## src/rtl/keccak_io_sequencer.sv

```systemverilog
// Host-side sequencer for the Keccak state file: loads/absorbs rate lanes, kicks the
// round controller, waits for done and streams digest lanes out, arbitrating file ownership.
module keccak_io_sequencer #(
  parameter int LANES     = 25,
  parameter int LANE_W    = 64,
  parameter int IN_LANES  = 17,
  parameter int OUT_LANES = 4,
  parameter int WAIT_MAX  = 4096
) (
  input  logic              clock_i,
  input  logic              reset_n_i,
  input  logic              cmd_valid_i,
  output logic              cmd_ready_o,
  input  logic [1:0]        cmd_op_i,
  input  logic              cmd_out_i,
  input  logic              in_valid_i,
  output logic              in_ready_o,
  input  logic [LANE_W-1:0] in_lane_i,
  output logic              out_valid_o,
  input  logic              out_ready_i,
  output logic [LANE_W-1:0] out_lane_o,
  output logic              out_last_o,
  output logic [4:0]        file_addr_o,
  output logic [LANE_W-1:0] file_wdata_o,
  output logic              file_wr_o,
  input  logic [LANE_W-1:0] file_rdata_i,
  output logic              core_own_o,
  output logic              core_start_o,
  input  logic              core_done_i,
  output logic              busy_o,
  output logic              err_timeout_o
);

  localparam int CNT_W = $clog2(WAIT_MAX + 1);
  localparam logic [4:0]       IN_LAST   = 5'(IN_LANES - 1);
  localparam logic [4:0]       OUT_LAST  = 5'(OUT_LANES - 1);
  localparam logic [4:0]       LANE_LAST = 5'(LANES - 1);
  localparam logic [CNT_W-1:0] WAIT_LAST = CNT_W'(WAIT_MAX - 1);

  typedef enum logic [2:0] {
    S_IDLE,
    S_LOAD,
    S_CLEAR,
    S_KICK,
    S_WAIT,
    S_UNLOAD
  } state_e;

  state_e           state_q, state_d;
  logic [4:0]       idx_q, idx_d;
  logic [CNT_W-1:0] wait_q, wait_d;
  logic             absorb_q, absorb_d;
  logic             out_q, out_d;
  logic             err_q, err_d;
  logic             ready_q, ready_d;

  always_ff @(posedge clock_i or negedge reset_n_i) begin
    if (!reset_n_i) begin
      state_q  <= S_IDLE;
      idx_q    <= '0;
      wait_q   <= '0;
      absorb_q <= 1'b0;
      out_q    <= 1'b0;
      err_q    <= 1'b0;
      ready_q  <= 1'b0;
    end else begin
      state_q  <= state_d;
      idx_q    <= idx_d;
      wait_q   <= wait_d;
      absorb_q <= absorb_d;
      out_q    <= out_d;
      err_q    <= err_d;
      ready_q  <= ready_d;
    end
  end

  always_comb begin
    state_d      = state_q;
    idx_d        = idx_q;
    wait_d       = wait_q;
    absorb_d     = absorb_q;
    out_d        = out_q;
    err_d        = err_q;
    in_ready_o   = 1'b0;
    out_valid_o  = 1'b0;
    out_lane_o   = '0;
    out_last_o   = 1'b0;
    file_addr_o  = '0;
    file_wdata_o = '0;
    file_wr_o    = 1'b0;
    core_own_o   = 1'b0;
    core_start_o = 1'b0;

    unique case (state_q)
      S_IDLE: begin
        if (cmd_valid_i && ready_q) begin
          absorb_d = (cmd_op_i == 2'b01);
          out_d    = cmd_out_i;
          idx_d    = '0;
          unique case (cmd_op_i)
            2'b10:   state_d = S_UNLOAD;
            2'b11:   state_d = S_CLEAR;
            default: state_d = S_LOAD;
          endcase
        end
      end
      S_LOAD: begin
        file_addr_o = idx_q;
        in_ready_o  = 1'b1;
        if (in_valid_i) begin
          file_wr_o    = 1'b1;
          file_wdata_o = absorb_q ? (in_lane_i ^ file_rdata_i) : in_lane_i;
          if (idx_q == IN_LAST) begin
            idx_d   = '0;
            state_d = S_KICK;
          end else begin
            idx_d = idx_q + 5'd1;
          end
        end
      end
      S_CLEAR: begin
        file_addr_o = idx_q;
        file_wr_o   = 1'b1;
        if (idx_q == LANE_LAST) begin
          idx_d   = '0;
          state_d = S_IDLE;
        end else begin
          idx_d = idx_q + 5'd1;
        end
      end
      S_KICK: begin
        core_start_o = 1'b1;
        core_own_o   = 1'b1;
        wait_d       = '0;
        state_d      = S_WAIT;
      end
      S_WAIT: begin
        // done is checked before the limit so a same-cycle done is not flagged as timeout
        core_own_o = 1'b1;
        if (core_done_i) begin
          idx_d   = '0;
          state_d = out_q ? S_UNLOAD : S_IDLE;
        end else if (wait_q == WAIT_LAST) begin
          err_d   = 1'b1;
          state_d = S_IDLE;
        end else begin
          wait_d = wait_q + CNT_W'(1);
        end
      end
      S_UNLOAD: begin
        file_addr_o = idx_q;
        out_valid_o = 1'b1;
        out_lane_o  = file_rdata_i;
        out_last_o  = (idx_q == OUT_LAST);
        if (out_ready_i) begin
          if (idx_q == OUT_LAST) begin
            idx_d   = '0;
            state_d = S_IDLE;
          end else begin
            idx_d = idx_q + 5'd1;
          end
        end
      end
      default: state_d = S_IDLE;
    endcase
  end

  // Registered so cmd_ready reads 0 while reset is held and rises one edge after release.
  assign ready_d       = (state_d == S_IDLE);
  assign cmd_ready_o   = ready_q;
  assign busy_o        = (state_q != S_IDLE);
  assign err_timeout_o = err_q;

endmodule

```

## config.mk

```make
export PLATFORM = sky130hd
export DESIGN_NAME = keccak_io_sequencer
export DESIGN_NICKNAME = d
export VERILOG_FILES = /design/src/rtl/keccak_io_sequencer.sv
export SDC_FILE = /design/constraint.sdc
export NUM_CORES = 1
export LEC_CHECK = 0
export BUFFER_PORTS_ARGS = -buffer_cell sky130_fd_sc_hd__buf_2
export CAP_MARGIN = 20
export CORE_AREA = 2 2 108 110
export CTS_CLUSTER_DIAMETER = 150
export DETAILED_ROUTE_END_ITERATION = 6
export DIE_AREA = 0 0 110 112
export PLACE_DENSITY = 0.66
export SETUP_SLACK_MARGIN = 0.02
export SLEW_MARGIN = 20
export SYNTH_ARGS = -nofsm -noshare
export SYNTH_HDL_FRONTEND = slang
export SYNTH_SLANG_ARGS = --single-unit
```

## constraint.sdc

```tcl
create_clock -name clock_i -period 2.4 [get_ports clock_i]
set_input_delay 0.6 -clock clock_i [delete_from_list [all_inputs] [get_ports clock_i]]
set_output_delay 0.6 -clock clock_i [all_outputs]
set_load 0.01 [all_outputs]
```

=== Word level (Yosys, flattened, before mapping) ===
Index checks and enable logic that the tools add are counted.
W data, S select, Z words.

* Add/sub/neg operators: 2
* Multiply operators: 0
* Divide/modulo/power cells: 0
* Order comparisons: 0
* Eq/ne operators: 18
* Shift-type cells: 0
* Multiplexer cells: 34
* Bitwise gates (word level): 2
* Reductions and logical operators: 12

{| class="wikitable"
|+ Operator list
! kind !! number
|-
| $mux W64 || 4
|-
| $xor A64 B64 Y64 || 1
|-
| $mux W5 || 8
|-
| $mux W3 || 9
|-
| $mux W13 || 2
|-
| $pmux W13 S2 || 1
|-
| $pmux W5 S5 || 1
|-
| $pmux W3 S6 || 1
|-
| $add A13 B1 Y13 const B || 1
|-
| $eq A13 B12 Y1 const B || 1
|-
| $ne A2 B2 Y1 const B || 6
|-
| $eq A5 B5 Y1 const B || 2
|-
| $eq A3 B2 Y1 const B || 2
|-
| $eq A3 B3 Y1 const B || 2
|-
| $logic_not A3 Y1 || 2
|-
| $mux W1 || 6
|-
| $pmux W3 S2 || 1
|-
| $reduce_and A3 Y1 || 2
|-
| $add A5 B1 Y5 const B || 1
|-
| $eq A5 B2 Y1 const B || 1
|-
| $reduce_and A5 Y1 || 1
|-
| $reduce_bool A5 Y1 || 1
|-
| $eq A2 B2 Y1 const B || 2
|-
| $eq A3 B1 Y1 const B || 1
|-
| 9 further kinds || 9
|}

* Register bits after elaboration: 25
* Latch bits: 0
* RAM bits: 0
* Bits in read-only memories: 0
* Bits of input ports: 137
* Output and inout port bits: 142
* Word-level logic and storage cells: 75
* Memories: 0

=== Depth between registers and ports, before layout ===
* Depth after elaboration: 5
* Mapped depth: 7
* Mapped depth without buffers: 6

=== Worst setup path after synthesis ===
Ideal clock, no wire load.

* Kind: register to output
* From: reg state_q[0]
* To: out file_wdata_o[14]
* Data arrival time: 1,802 ps
* Data required time: 1,800 ps
* Path slack: -2 ps
* Stages on the path, launching flop included: 8
* Buffers on the path: 3
* Path through: dfrtp_1 > buf_2 > or3b_2 > inv_1 > nand2_1 > clkbuf_1 > buf_1 > nor2_1

* Longest elaborated chain between the ends: 2

{| class="wikitable"
|+ Ends and longest elaborated chain
! element !! RTL line !! source
|-
| from (decl) || 49 || <nowiki>state_e state_q, state_d;</nowiki>
|-
| from (signal assigned) || 67 || <nowiki>state_q <= state_d;</nowiki>
|-
| $eq A3 B1 Y1 || 94 || <nowiki>unique case (state_q)</nowiki>
|-
| $mux W64 || 94 ||
|-
| to (decl) || 24 || <nowiki>output logic [LANE_W-1:0] file_wdata_o,</nowiki>
|}

Every way passes these cells.

=== Worst setup path in the final report ===
* From: reg state_q[2]
* To: out file_wdata_o[42]

Same word-level chain as after synthesis.

==> reports/metrics.csv <==
metric,value,unit
clk buf depth,2,
CP startpoint kind,register,
Vias,3968,
core area,11200,sq um
drt initial violations,269,
Max-Cap Viols,0,
chip height,112,um
vias in the first global route,3744,
Final GP Congestion,0.918,
Mapped Avg Cell Area,6.86,sq um
Layout Cells excl Fill,861,
period utilization,0.978,
Post-Route WL,15000,um
I/O pin count,279,
status,finished clean,
cell area after synthesis,3070,sq um
WP data arrival,1750,ps
Routed Antenna Nets,0,
DR pass1 iterations,4,
nets,859,
critical path type,register to output pin,
IO buf count,278,
hold slack,329,ps
fill cell count,1214,
Power Density,717,nW/um^2
share of the yosys chip area belonging to registers,0.204,
Initial Util,0.274,
post-synth top area share,0.204,
Critical path origin,state_q[2],
Tot GR Track Use,0.230,
Setup TNS,0,ps
DR vias/cell,4.61,
pre-CTS setup slack,125,ps
critical path peak fanout,30,
grt total ovfl,0,
Pins Over Slew Limit,0,
CTS Root Cell,clkbuf_16,
final core occ,0.432,
CP required,1800,ps
worst hold path type,input pin to async pin,
clock latency on the worst-skew pair,260,ps
antenna violations before repair,1,
final setup vio count,0,
Gate Count Post-Synth,447,
Yosys reg bits,25,
Layout area overhead,57.6,%
die area,12300,sq um
library cells used by synthesis,52,
# rows,39,
top_reg_cell synth,dfrtp_1,
H-tree Lvls,1,
Synth area leader,dfrtp_1,
area of placed instances,4650,sq um
final instance area,4830,sq um
Worst-Margin Slew,586,ps
clk sinks,25,
DR DRC count,0,
unrepaired setup endpoints after global routing,true,
ant diodes,0,
first-pass GRT wire length,21200,um
synth warn,0,
WL/cell,17.4,um
Critical R2R Launch,state_q[0],
share of cells above drive strength 1,0.443,
slew margin rel.,0.610,
Final Hold Violating Endpoints,0,
pin count of the biggest net entering global routing,51,
fmax,426,MHz
total power,3.46,mW
DIE WIDTH,110,um
clk slew on worst S/H paths,70,ps
setup ws final,53.6,ps
hpwl dp,12300,um
"Async S/R FF share, synth",1.00,
min cycle time layout,2350,ps
maximum VDD drop,0.617,mV
TritonCTS clock tree,yes,
synth top area cells,"dfrtp_1, xor2_1, and2_1",
"EDFF count, synth",0,
Post-Syn Nets,587,
Leakage,2.63,nW
placed insts,854,
Worst Skew,6.68,ps
CP endpoint kind,output pin,
total CTS buffers,3,
[repair_timing]
action / in CTS / in global routing
buffers inserted: 1 / 1
setup endpoints to repair: 84 / 109
hold buffers: 0 / 0
cloned: 1 / 0
gates resized for setup: 9 / 9
[layout make-up]
type,count,area [sq um],area share
well taps,143,179,0.0370
flip-flops and latches,25,627,0.130
clock buffers,3,75.1,0.0155
inverters,14,55.1,0.0114
repair buffers,295,1580,0.326
multi-input cells,380,2310,0.479
clock inverters,1,7.51,0.00155
[logic make-up after synthesis]
group	synth area share
XOR/XNOR	0.183
multiplexers	0.0167
AND/OR/NAND/NOR	0.419
flip-flops	0.204
buffers and inverters	0.0559
AO/OA/AOI/OAI	0.109
adder cells (fa/ha/maj)	0.0122
[worst paths after layout]
kind | to | slack [ps] | depth (start not counted)
worst max-delay path | file_wdata_o[42] | 50 | 6
worst min-delay path | cmd_ready_o | 330 | 1
worst max register to register | wait_q[6] | 320 | 6
worst min register to register | err_timeout_o | 460 | 2
max in group asynchronous | absorb_q | 1660 | 1
min in group clock_i | err_timeout_o | 460 | 2
[critical path: stages, from the launching register on]
cell     delay (ps)
dfrtp_1         380
or3b_4          440
inv_4           100
nand2_8          90
buf_12          180
nor2_1          130
buf_2           150
[routing by layer]
metal | wire length [um] | share of wire | global-route usage | up-vias
met5 | 13 | 0.00087 | 0 | -
met1 | 5770 | 0.38 | 0.273 | 1766
li1 | - | - | - | 2003
met3 | 2580 | 0.17 | 0.157 | 13
met2 | 6500 | 0.43 | 0.349 | 184
met4 | 116 | 0.0077 | 0.0312 | 2
[power breakdown]
group	internal, mW	total (mW)	switching, mW
combinational	0.992	2.41	1.42
sequential	0.539	0.667	0.128
clock	0.227	0.385	0.158
[flip-flops by register name, summed over array words and instances, names as in the netlist]
register	flops
absorb_q	1
cmd_ready_o	1
err_timeout_o	1
idx_q	5
out_q	1
state_q	3
wait_q	13
[cells in the mapped netlist, types with 3 or more instances]
cell type	number
a21oi_1	4
and2_1	66
buf_1	6
clkbuf_1	18
dfrtp_1	25
ha_1	3
inv_1	13
mux2i_1	4
nand2_1	79
nand3_1	6
nand4_1	4
nor2_1	70
nor2b_1	4
nor3_1	4
nor4_1	4
o211ai_1	5
o21ai_0	11
o22ai_1	3
o311ai_0	4
o31ai_1	4
o41ai_1	3
or2_2	4
or4_1	3
xor2_1	64
[placed cells by master, fill, tap and decap left out, types with 3 or more instances in the layout]
cell type,count
inv_1,11
o22ai_1,3
clkbuf_16,3
mux2i_1,4
o31ai_1,4
buf_2,278
o41ai_1,3
o21ai_0,11
nor2b_1,4
dfrtp_1,24
and2_1,66
nand2_1,78
a21oi_1,4
or4_1,3
ha_1,3
nand4_1,4
o311ai_0,4
buf_4,12
nor2_1,65
nor3_1,4
xor2_1,64
nor4_1,4
or2_2,4
nand3_1,6
o211ai_1,5
nor2_2,5
(Power assumes the default switching activity.)
